**src/rtl/display_pkg.sv**
```systemverilog
// Raster timing constants and shared types for the 1280x1024 DVI display path.
package display_pkg;

   localparam int COLOR_W = 8;
   localparam int CNT_W   = 11;

   localparam int DEF_H_ACTIVE = 1280;
   localparam int DEF_H_FP     = 48;
   localparam int DEF_H_SYNC   = 112;
   localparam int DEF_H_BP     = 248;
   localparam int DEF_V_ACTIVE = 1024;
   localparam int DEF_V_FP     = 1;
   localparam int DEF_V_SYNC   = 3;
   localparam int DEF_V_BP     = 38;
   localparam int DEF_PIPE     = 2;

   localparam int DEF_H_TOTAL  = DEF_H_ACTIVE + DEF_H_FP + DEF_H_SYNC + DEF_H_BP;
   localparam int DEF_V_TOTAL  = DEF_V_ACTIVE + DEF_V_FP + DEF_V_SYNC + DEF_V_BP;
   localparam int DEF_HS_START = DEF_H_ACTIVE + DEF_H_FP;
   localparam int DEF_HS_END   = DEF_HS_START + DEF_H_SYNC;
   localparam int DEF_VS_START = DEF_V_ACTIVE + DEF_V_FP;
   localparam int DEF_VS_END   = DEF_VS_START + DEF_V_SYNC;

   // Side-band that travels with each request; syncs are active-low.
   typedef struct packed {
      logic active;
      logic hsync;
      logic vsync;
   } sync_bus_t;

   localparam sync_bus_t SYNC_IDLE = '{active: 1'b0, hsync: 1'b1, vsync: 1'b1};

   function automatic logic in_window(input logic [CNT_W-1:0] v,
                                      input logic [CNT_W-1:0] lo,
                                      input logic [CNT_W-1:0] hi);
      return (v >= lo) && (v < hi);
   endfunction

endpackage

```
**src/rtl/sync_delay.sv**
```systemverilog
// Fixed-depth shift register that keeps request-side sync/active flags aligned
// with the colour returning from the display pipeline.
module sync_delay #(
   parameter int unsigned DEPTH = 2,
   parameter int unsigned W = 3,
   parameter logic [W-1:0] RST_VAL = {W{1'b0}}
) (
   input  logic         clk,
   input  logic         reset,
   input  logic [W-1:0] d,
   output logic [W-1:0] q
);

   generate
      if (DEPTH == 0) begin : g_pass
         assign q = d;
      end else begin : g_shift
         logic [W-1:0] stage_r [DEPTH];

         // Shift chain; reset loads every stage with the idle pattern.
         always_ff @(posedge clk or posedge reset) begin
            if (reset) begin
               for (int i = 0; i < int'(DEPTH); i++) begin
                  stage_r[i] <= RST_VAL;
               end
            end else begin
               stage_r[0] <= d;
               for (int i = 1; i < int'(DEPTH); i++) begin
                  stage_r[i] <= stage_r[i-1];
               end
            end
         end

         assign q = stage_r[DEPTH-1];
      end
   endgenerate

endmodule

```
**src/rtl/dvi_timing_gen.sv**
```systemverilog
// Raster scan for the display: issues pixel requests, then re-times the returned
// colour with delayed syncs/data-enable for the DVI transmitter.
module dvi_timing_gen
   import display_pkg::*;
#(
   parameter int H_ACTIVE = DEF_H_ACTIVE,
   parameter int H_FP     = DEF_H_FP,
   parameter int H_SYNC   = DEF_H_SYNC,
   parameter int H_BP     = DEF_H_BP,
   parameter int V_ACTIVE = DEF_V_ACTIVE,
   parameter int V_FP     = DEF_V_FP,
   parameter int V_SYNC   = DEF_V_SYNC,
   parameter int V_BP     = DEF_V_BP,
   parameter int PIPE     = DEF_PIPE
) (
   input  logic               clk,
   input  logic               reset,
   output logic [10:0]        x,
   output logic [9:0]         y,
   output logic               valid,
   output logic               vsync,
   output logic               frame_start,
   input  logic [COLOR_W-1:0] r,
   input  logic [COLOR_W-1:0] g,
   input  logic [COLOR_W-1:0] b,
   output logic [COLOR_W-1:0] dvi_r,
   output logic [COLOR_W-1:0] dvi_g,
   output logic [COLOR_W-1:0] dvi_b,
   output logic               dvi_hsync,
   output logic               dvi_vsync,
   output logic               dvi_de
);

   localparam int H_TOTAL = H_ACTIVE + H_FP + H_SYNC + H_BP;
   localparam int V_TOTAL = V_ACTIVE + V_FP + V_SYNC + V_BP;

   localparam logic [CNT_W-1:0] H_LAST     = CNT_W'(H_TOTAL - 1);
   localparam logic [CNT_W-1:0] V_LAST     = CNT_W'(V_TOTAL - 1);
   localparam logic [CNT_W-1:0] H_ACT_END  = CNT_W'(H_ACTIVE);
   localparam logic [CNT_W-1:0] V_ACT_END  = CNT_W'(V_ACTIVE);
   localparam logic [CNT_W-1:0] HS_START   = CNT_W'(H_ACTIVE + H_FP);
   localparam logic [CNT_W-1:0] HS_END     = CNT_W'(H_ACTIVE + H_FP + H_SYNC);
   localparam logic [CNT_W-1:0] VS_START   = CNT_W'(V_ACTIVE + V_FP);
   localparam logic [CNT_W-1:0] VS_END     = CNT_W'(V_ACTIVE + V_FP + V_SYNC);

   logic [CNT_W-1:0]   hc_r, vc_r;
   logic [CNT_W-1:0]   hc_next_s, vc_next_s;
   logic               hc_wrap_s;
   logic               active_s, hsync_s, vsync_s, first_s;

   logic [10:0]        x_r;
   logic [9:0]         y_r;
   logic               valid_r, hsync_r, vsync_r, frame_start_r;

   sync_bus_t          req_sync_s, dly_sync_s;

   logic [COLOR_W-1:0] dvi_r_r, dvi_g_r, dvi_b_r;
   logic               dvi_hsync_r, dvi_vsync_r, dvi_de_r;

   // Next counter state; vc only moves on the line wrap so vsync spans whole lines.
   always_comb begin
      hc_wrap_s = (hc_r == H_LAST);
      hc_next_s = hc_r + 11'd1;
      vc_next_s = vc_r;
      if (hc_wrap_s) begin
         hc_next_s = 11'd0;
         if (vc_r == V_LAST) begin
            vc_next_s = 11'd0;
         end else begin
            vc_next_s = vc_r + 11'd1;
         end
      end else begin
         vc_next_s = vc_r;
      end
   end

   // Raster counters.
   always_ff @(posedge clk or posedge reset) begin
      if (reset) begin
         hc_r <= 11'd0;
         vc_r <= 11'd0;
      end else begin
         hc_r <= hc_next_s;
         vc_r <= vc_next_s;
      end
   end

   // Region and sync decode of the current counter state.
   always_comb begin
      active_s = (hc_r < H_ACT_END) && (vc_r < V_ACT_END);
      hsync_s  = ~in_window(hc_r, HS_START, HS_END);
      vsync_s  = ~in_window(vc_r, VS_START, VS_END);
      first_s  = (hc_r == 11'd0) && (vc_r == 11'd0);
   end

   // Request-side registers; coordinates are forced to 0 outside the active area.
   always_ff @(posedge clk or posedge reset) begin
      if (reset) begin
         x_r           <= 11'd0;
         y_r           <= 10'd0;
         valid_r       <= 1'b0;
         hsync_r       <= 1'b1;
         vsync_r       <= 1'b1;
         frame_start_r <= 1'b0;
      end else begin
         valid_r       <= active_s;
         hsync_r       <= hsync_s;
         vsync_r       <= vsync_s;
         frame_start_r <= first_s;
         if (active_s) begin
            x_r <= hc_r;
            y_r <= vc_r[9:0];
         end else begin
            x_r <= 11'd0;
            y_r <= 10'd0;
         end
      end
   end

   assign req_sync_s = '{active: valid_r, hsync: hsync_r, vsync: vsync_r};

   sync_delay #(
      .DEPTH   (PIPE),
      .W       (3),
      .RST_VAL (SYNC_IDLE)
   ) u_sync_delay (
      .clk   (clk),
      .reset (reset),
      .d     (req_sync_s),
      .q     (dly_sync_s)
   );

   // Output register: colour sampled in step with the delayed flags, masked in blanking.
   always_ff @(posedge clk or posedge reset) begin
      if (reset) begin
         dvi_r_r     <= 8'd0;
         dvi_g_r     <= 8'd0;
         dvi_b_r     <= 8'd0;
         dvi_de_r    <= 1'b0;
         dvi_hsync_r <= 1'b1;
         dvi_vsync_r <= 1'b1;
      end else begin
         dvi_de_r    <= dly_sync_s.active;
         dvi_hsync_r <= dly_sync_s.hsync;
         dvi_vsync_r <= dly_sync_s.vsync;
         if (dly_sync_s.active) begin
            dvi_r_r <= r;
            dvi_g_r <= g;
            dvi_b_r <= b;
         end else begin
            dvi_r_r <= 8'd0;
            dvi_g_r <= 8'd0;
            dvi_b_r <= 8'd0;
         end
      end
   end

   assign x           = x_r;
   assign y           = y_r;
   assign valid       = valid_r;
   assign vsync       = vsync_r;
   assign frame_start = frame_start_r;
   assign dvi_r       = dvi_r_r;
   assign dvi_g       = dvi_g_r;
   assign dvi_b       = dvi_b_r;
   assign dvi_hsync   = dvi_hsync_r;
   assign dvi_vsync   = dvi_vsync_r;
   assign dvi_de      = dvi_de_r;

endmodule

```
**config.mk**
```make
export PLATFORM = sky130hd
export DESIGN_NAME = dvi_timing_gen
export DESIGN_NICKNAME = d
export VERILOG_FILES = /design/src/rtl/display_pkg.sv /design/src/rtl/sync_delay.sv /design/src/rtl/dvi_timing_gen.sv
export SDC_FILE = /design/constraint.sdc
export NUM_CORES = 1
export LEC_CHECK = 0
export ABC_AREA = 1
export BUFFER_PORTS_ARGS = -buffer_cell sky130_fd_sc_hd__buf_2
export CORE_MARGIN = 2
export CORE_UTILIZATION = 40
export CTS_BUF_LIST = sky130_fd_sc_hd__clkbuf_16
export DETAILED_ROUTE_END_ITERATION = 8
export GPL_TIMING_DRIVEN = 0
export HOLD_SLACK_MARGIN = 0.03
export REMOVE_ABC_BUFFERS = 1
export SYNTH_ARGS = -nofsm -noshare
export SYNTH_HDL_FRONTEND = slang
export SYNTH_SLANG_ARGS = --single-unit
```
**constraint.sdc**
```tcl
create_clock -name clk -period 6.89 [get_ports clk]
set_input_delay 1.7225 -clock clk [delete_from_list [all_inputs] [get_ports clk]]
set_output_delay 1.7225 -clock clk [all_outputs]
set_load 0.02 [all_outputs]
```
---- Word-level counts from Yosys, hierarchy flattened ----
Index checks and enable logic that the tools add are counted.
storage, ports and cells
  register bits after elaboration ......... 80
  bits of input ports ..................... 26
  logic and storage cells ................. 41
cells by class
  add/subtract/negate cells ............... 2
  order comparisons ....................... 6
  eq/ne operators ......................... 2
  muxes and demuxes ....................... 7
  bitwise logic cells ..................... 2
  reduce and logical (&&, ||, !) cells .... 6
operator list
  operator                                                          count
  11-bit less-than comparator (second input constant)               4
  11-bit two-way mux                                                3
  8-bit two-way mux                                                 3
  11-bit by 1-bit adder with 11-bit output (second input constant)  2
  11-bit == test (second input constant)                            2
  11-bit >= comparator (second input constant)                      2
  11-bit logical NOT                                                2
  10-bit two-way mux                                                1
  1-bit logical AND                                                 4
  1-bit NOT                                                         2

---- Logic depth before layout (Yosys ltp) ----
  depth in word-level cells ............... 3
  gate-level depth with buffers ........... 9

---- Modules after synthesis ----
From an unflattened synthesis, not the netlist that was laid out.
unflattened totals
  cell total of the unflattened synthesis .. 346
  area total of the unflattened synthesis .. 3241.9 um^2
modules (own cells, without submodules)
  module          instances  cells an instance  area each (um^2)  seq. area each (um^2)
  dvi_timing_gen  1          336                3060.4            1856.8
  sync_delay      1          10                 181.4             155.1

---- Worst setup path before layout ----
No wires, ideal clock.
  path kind ............................... register -> output
  start point ............................. register vsync_r (netlist: vsync)
  end point ............................... output vsync
  data arrival time ....................... 0.563 ns
  data required time ...................... 5.168 ns
  setup slack ............................. 4.605 ns
  cell stages (with the launch flop) ...... 1
  cells stage by stage .................... dfstp_2
RTL lines
  what                      RTL line               RTL
  start: declaration        dvi_timing_gen.sv:53   logic valid_r, hsync_r, vsync_r, frame_start_r;
  start signal: assignment  dvi_timing_gen.sv:108  vsync_r <= vsync_s;
  end: declaration          dvi_timing_gen.sv:21   output logic vsync,
No word-level cell between the ends.

---- Final worst setup path ----
  start point ............................. register vsync_r (netlist: vsync)
  end point ............................... output vsync
No word-level cell between the ends.

==> metrics.md <==
| Metric | Value |
|---|---|
| Avg WL per Cell | `12.2 um` |
| First-pass GRT wire length | `11100 um` |
| Min Tclk post-route | `2.73 ns` |
| CTS root buf | `clkbuf_16` |
| Final Power | `1.01 mW` |
| CTS Hold Buffers Added | `0` |
| Synth Instances | `346` |
| WL final | `6520 um` |
| CP peak stage delay | `0.52 ns` |
| WP data arrival | `1.00 ns` |
| Sum of negative setup slack | `0 ns` |
| Number of global-route vias before repair | `2342` |
| H-tree depth reported by CTS | `3` |
| Synthesized flop and latch total | `80` |
| WP buf/inv | `1` |
| HPWL Detailed | `4460 um` |
| Clock skew | `0.00538 ns` |
| Ratio of final minimum period to clock period | `0.396` |
| Die footprint | `8760 sq um` |
| Initial core utilization | `0.413` |
| IO Port Bufs | `76` |
| Slowest cell on crit path | `dfstp_2` |
| Largest net degree at the start of global routing | `60` |
| Setup bufs post-CTS | `0` |
| Final hold violation count | `0` |
| Worst slew margin | `0.532` |
| Power Density | `251 nW/um^2` |
| Final instance area | `4030 sq um` |
| Drt drc | `0` |
| Worst-path cell chain | `buf_2` |
| CTS-repair resized insts | `0` |
| Mean post-synth cell area | `9.28 sq um` |
| Synth-to-Final Area Change | `25.6%` |
| Post-route ant nets | `0` |
| GPL Wtd Cong | `0.826` |
| Core ar. | `7770 sq um` |
| Number of core rows | `32` |
| CTS tree | `built` |
| CP max FO | `2` |
| Nets | `458` |
| Status | `completed` |
| Cell Area, Synth | `3210 sq um` |
| Worst Hold Class | `reg2reg` |
| Setup CP Type | `reg2out` |
| Synth warn | `0` |
| DRT iter0 DRCs | `123` |
| Via count | `2395` |
| Total gr overflow | `0` |
| Crit start category | `flop` |
| CTS buffer count | `9` |
| Share of layout cells above drive strength 1 | `0.262` |
| Initial antenna violation count | `0` |
| Family with the most delay on the worst path | `flip-flops` |
| Distinct cells, synth | `25` |
| Clock latency on the worst-skew pair | `0.33 ns` |
| Required time worst endpoint | `5.17 ns` |
| First-pass DRT Iterations | `4` |
| Register area share after synthesis | `0.627` |
| Antenna diodes | `0` |
| Slew @ Worst Pin | `0.701 ns` |
| VDD IR-drop max | `0.121 mV` |
| Final slew viol count | `0` |
| I/O pins | `77` |
| Clock Pin Slew Worst Setup and Hold Paths | `0.06 ns` |
| Clk buf depth | `2` |
| Crit path capture type | `output port` |
| Die Ht | `93.6 um` |
| Max_cap viols | `0` |
| Final setup viols | `0` |
| Layout Utilization | `0.519` |
| Total track usage | `0.165` |
| Placed inst area | `3720 sq um` |
| Die Width | `93.6 um` |
| Via/cell ratio | `4.49` |
| Static Leak | `2.17 nW` |
| RSZ-0062 raised after global routing | `false` |
| Clock Sinks | `80` |
| Fill cell count | `717` |
| F_max | `367 MHz` |
==> flip-flops by register name (all words and copies together), names as in the netlist <==
register                      count
dvi_b                             8
dvi_de                            1
dvi_g                             8
dvi_hsync                         1
dvi_r                             8
dvi_vsync                         1
frame_start                       1
hc_r                             11
hsync_r                           1
u_sync_delay.g_shift.stage_r      3
u_sync_delay.q                    3
valid                             1
vc_r                             11
vsync                             1
x                                11
y                                10
==> layer usage <==
layer	up-vias	part of all wire	GRT usage
li1	1200	-	-
met1	1090	0.45	0.217
met2	92	0.44	0.251
met3	13	0.077	0.0387
met4	0	0.024	0.0954
met5	-	0	0
==> cell usage in the layout (no fill, tap or decap), types with 2 or more instances in the layout <==
cell type	instances
o21ai_0	5
a21oi_1	4
nand3_1	16
nand4_1	6
o211ai_1	2
ha_1	5
buf_2	76
inv_1	61
dfrtp_1	72
dfstp_2	8
nor2_4	3
nor2_2	4
xor2_1	5
clkbuf_16	9
bufinv_16	2
nor2_1	55
nand3b_1	2
nand2_1	79
clkinvlp_4	2
nor3_1	5
==> cells by family after synthesis <==
family | count (synthesis) | share of synthesized area
buf+inv | 70 | 0.0862
flops | 80 | 0.627
compound gates | 12 | 0.0203
fa+ha+maj | 5 | 0.0195
xor+xnor | 5 | 0.0136
simple gates | 174 | 0.234
==> cell usage after synthesis <==
| master | number | share of area |
|---|---|---|
| nand2_1 | 79 | 0.092 |
| dfrtp_1 | 72 | 0.56 |
| inv_1 | 61 | 0.071 |
| nor2_1 | 55 | 0.064 |
| nand3_1 | 16 | 0.025 |
| dfstp_2 | 8 | 0.065 |
| nand4_1 | 6 | 0.012 |
| buf_2 | 5 | 0.0078 |
| ha_1 | 5 | 0.019 |
| nor3_1 | 5 | 0.0078 |
| o21ai_0 | 5 | 0.0078 |
| xor2_1 | 5 | 0.014 |
| a21oi_1 | 4 | 0.0062 |
| nor2_2 | 4 | 0.0078 |
| nor2_4 | 3 | 0.011 |
| clkbuf_1 | 2 | 0.0023 |
| nand3b_1 | 2 | 0.0047 |
| o211ai_1 | 2 | 0.0047 |
| buf_6 | 1 | 0.0035 |
| inv_2 | 1 | 0.0012 |
| nand2_2 | 1 | 0.0020 |
| nand3_2 | 1 | 0.0031 |
| nor3b_1 | 1 | 0.0023 |
| o21ai_1 | 1 | 0.0016 |
| or2_2 | 1 | 0.0020 |
==> cell type report <==
| type | count | area, sq um | area share |
|---|---|---|---|
| Sequential cell | 80 | 2010 | 0.499 |
| Multi-Input combinational cell | 196 | 925 | 0.229 |
| Timing Repair Buffer | 78 | 419 | 0.104 |
| Inverter | 62 | 235 | 0.0583 |
| Clock buffer | 9 | 225 | 0.0559 |
| Tap cell | 102 | 128 | 0.0317 |
| Clock inverter | 7 | 87.6 | 0.0217 |
==> where the power goes <==
part	internal [mW]	switching [mW]
Combinational	0.0141	0.0267
Clock	0.314	0.179
Sequential	0.477	0.00163
Total	0.805	0.207
==> through the flow <==
stage	hold slack, ns	worst slack, ns	cells
2_1_floorplan	0.331	3.13	338
3_3_place_gp	0.335	2.18	516
3_5_place_dp	0.336	4.51	518
4_1_cts	0.348	4.15	534
5_1_grt	0.365	4.12	534
6_report	0.347	4.16	534
==> worst paths after layout <==
| path | start | to | slack (ns) | cells past startpoint |
|---|---|---|---|---|
| setup / recovery | vsync | vsync | 4.16 | 1 |
| hold / removal | u_sync_delay.g_shift.stage_r[5] | u_sync_delay.q[2] | 0.35 | 0 |
| max in group asynchronous | reset | hsync_r | 4.91 | 3 |
| setup reg to reg | hc_r[0] | vc_r[7] | 5.29 | 6 |
| min in group asynchronous | reset | y[6] | 1.34 | 2 |
| hold reg to reg | u_sync_delay.g_shift.stage_r[5] | u_sync_delay.q[2] | 0.35 | 0 |
No activity file was read; power rests on OpenSTA's default activity.
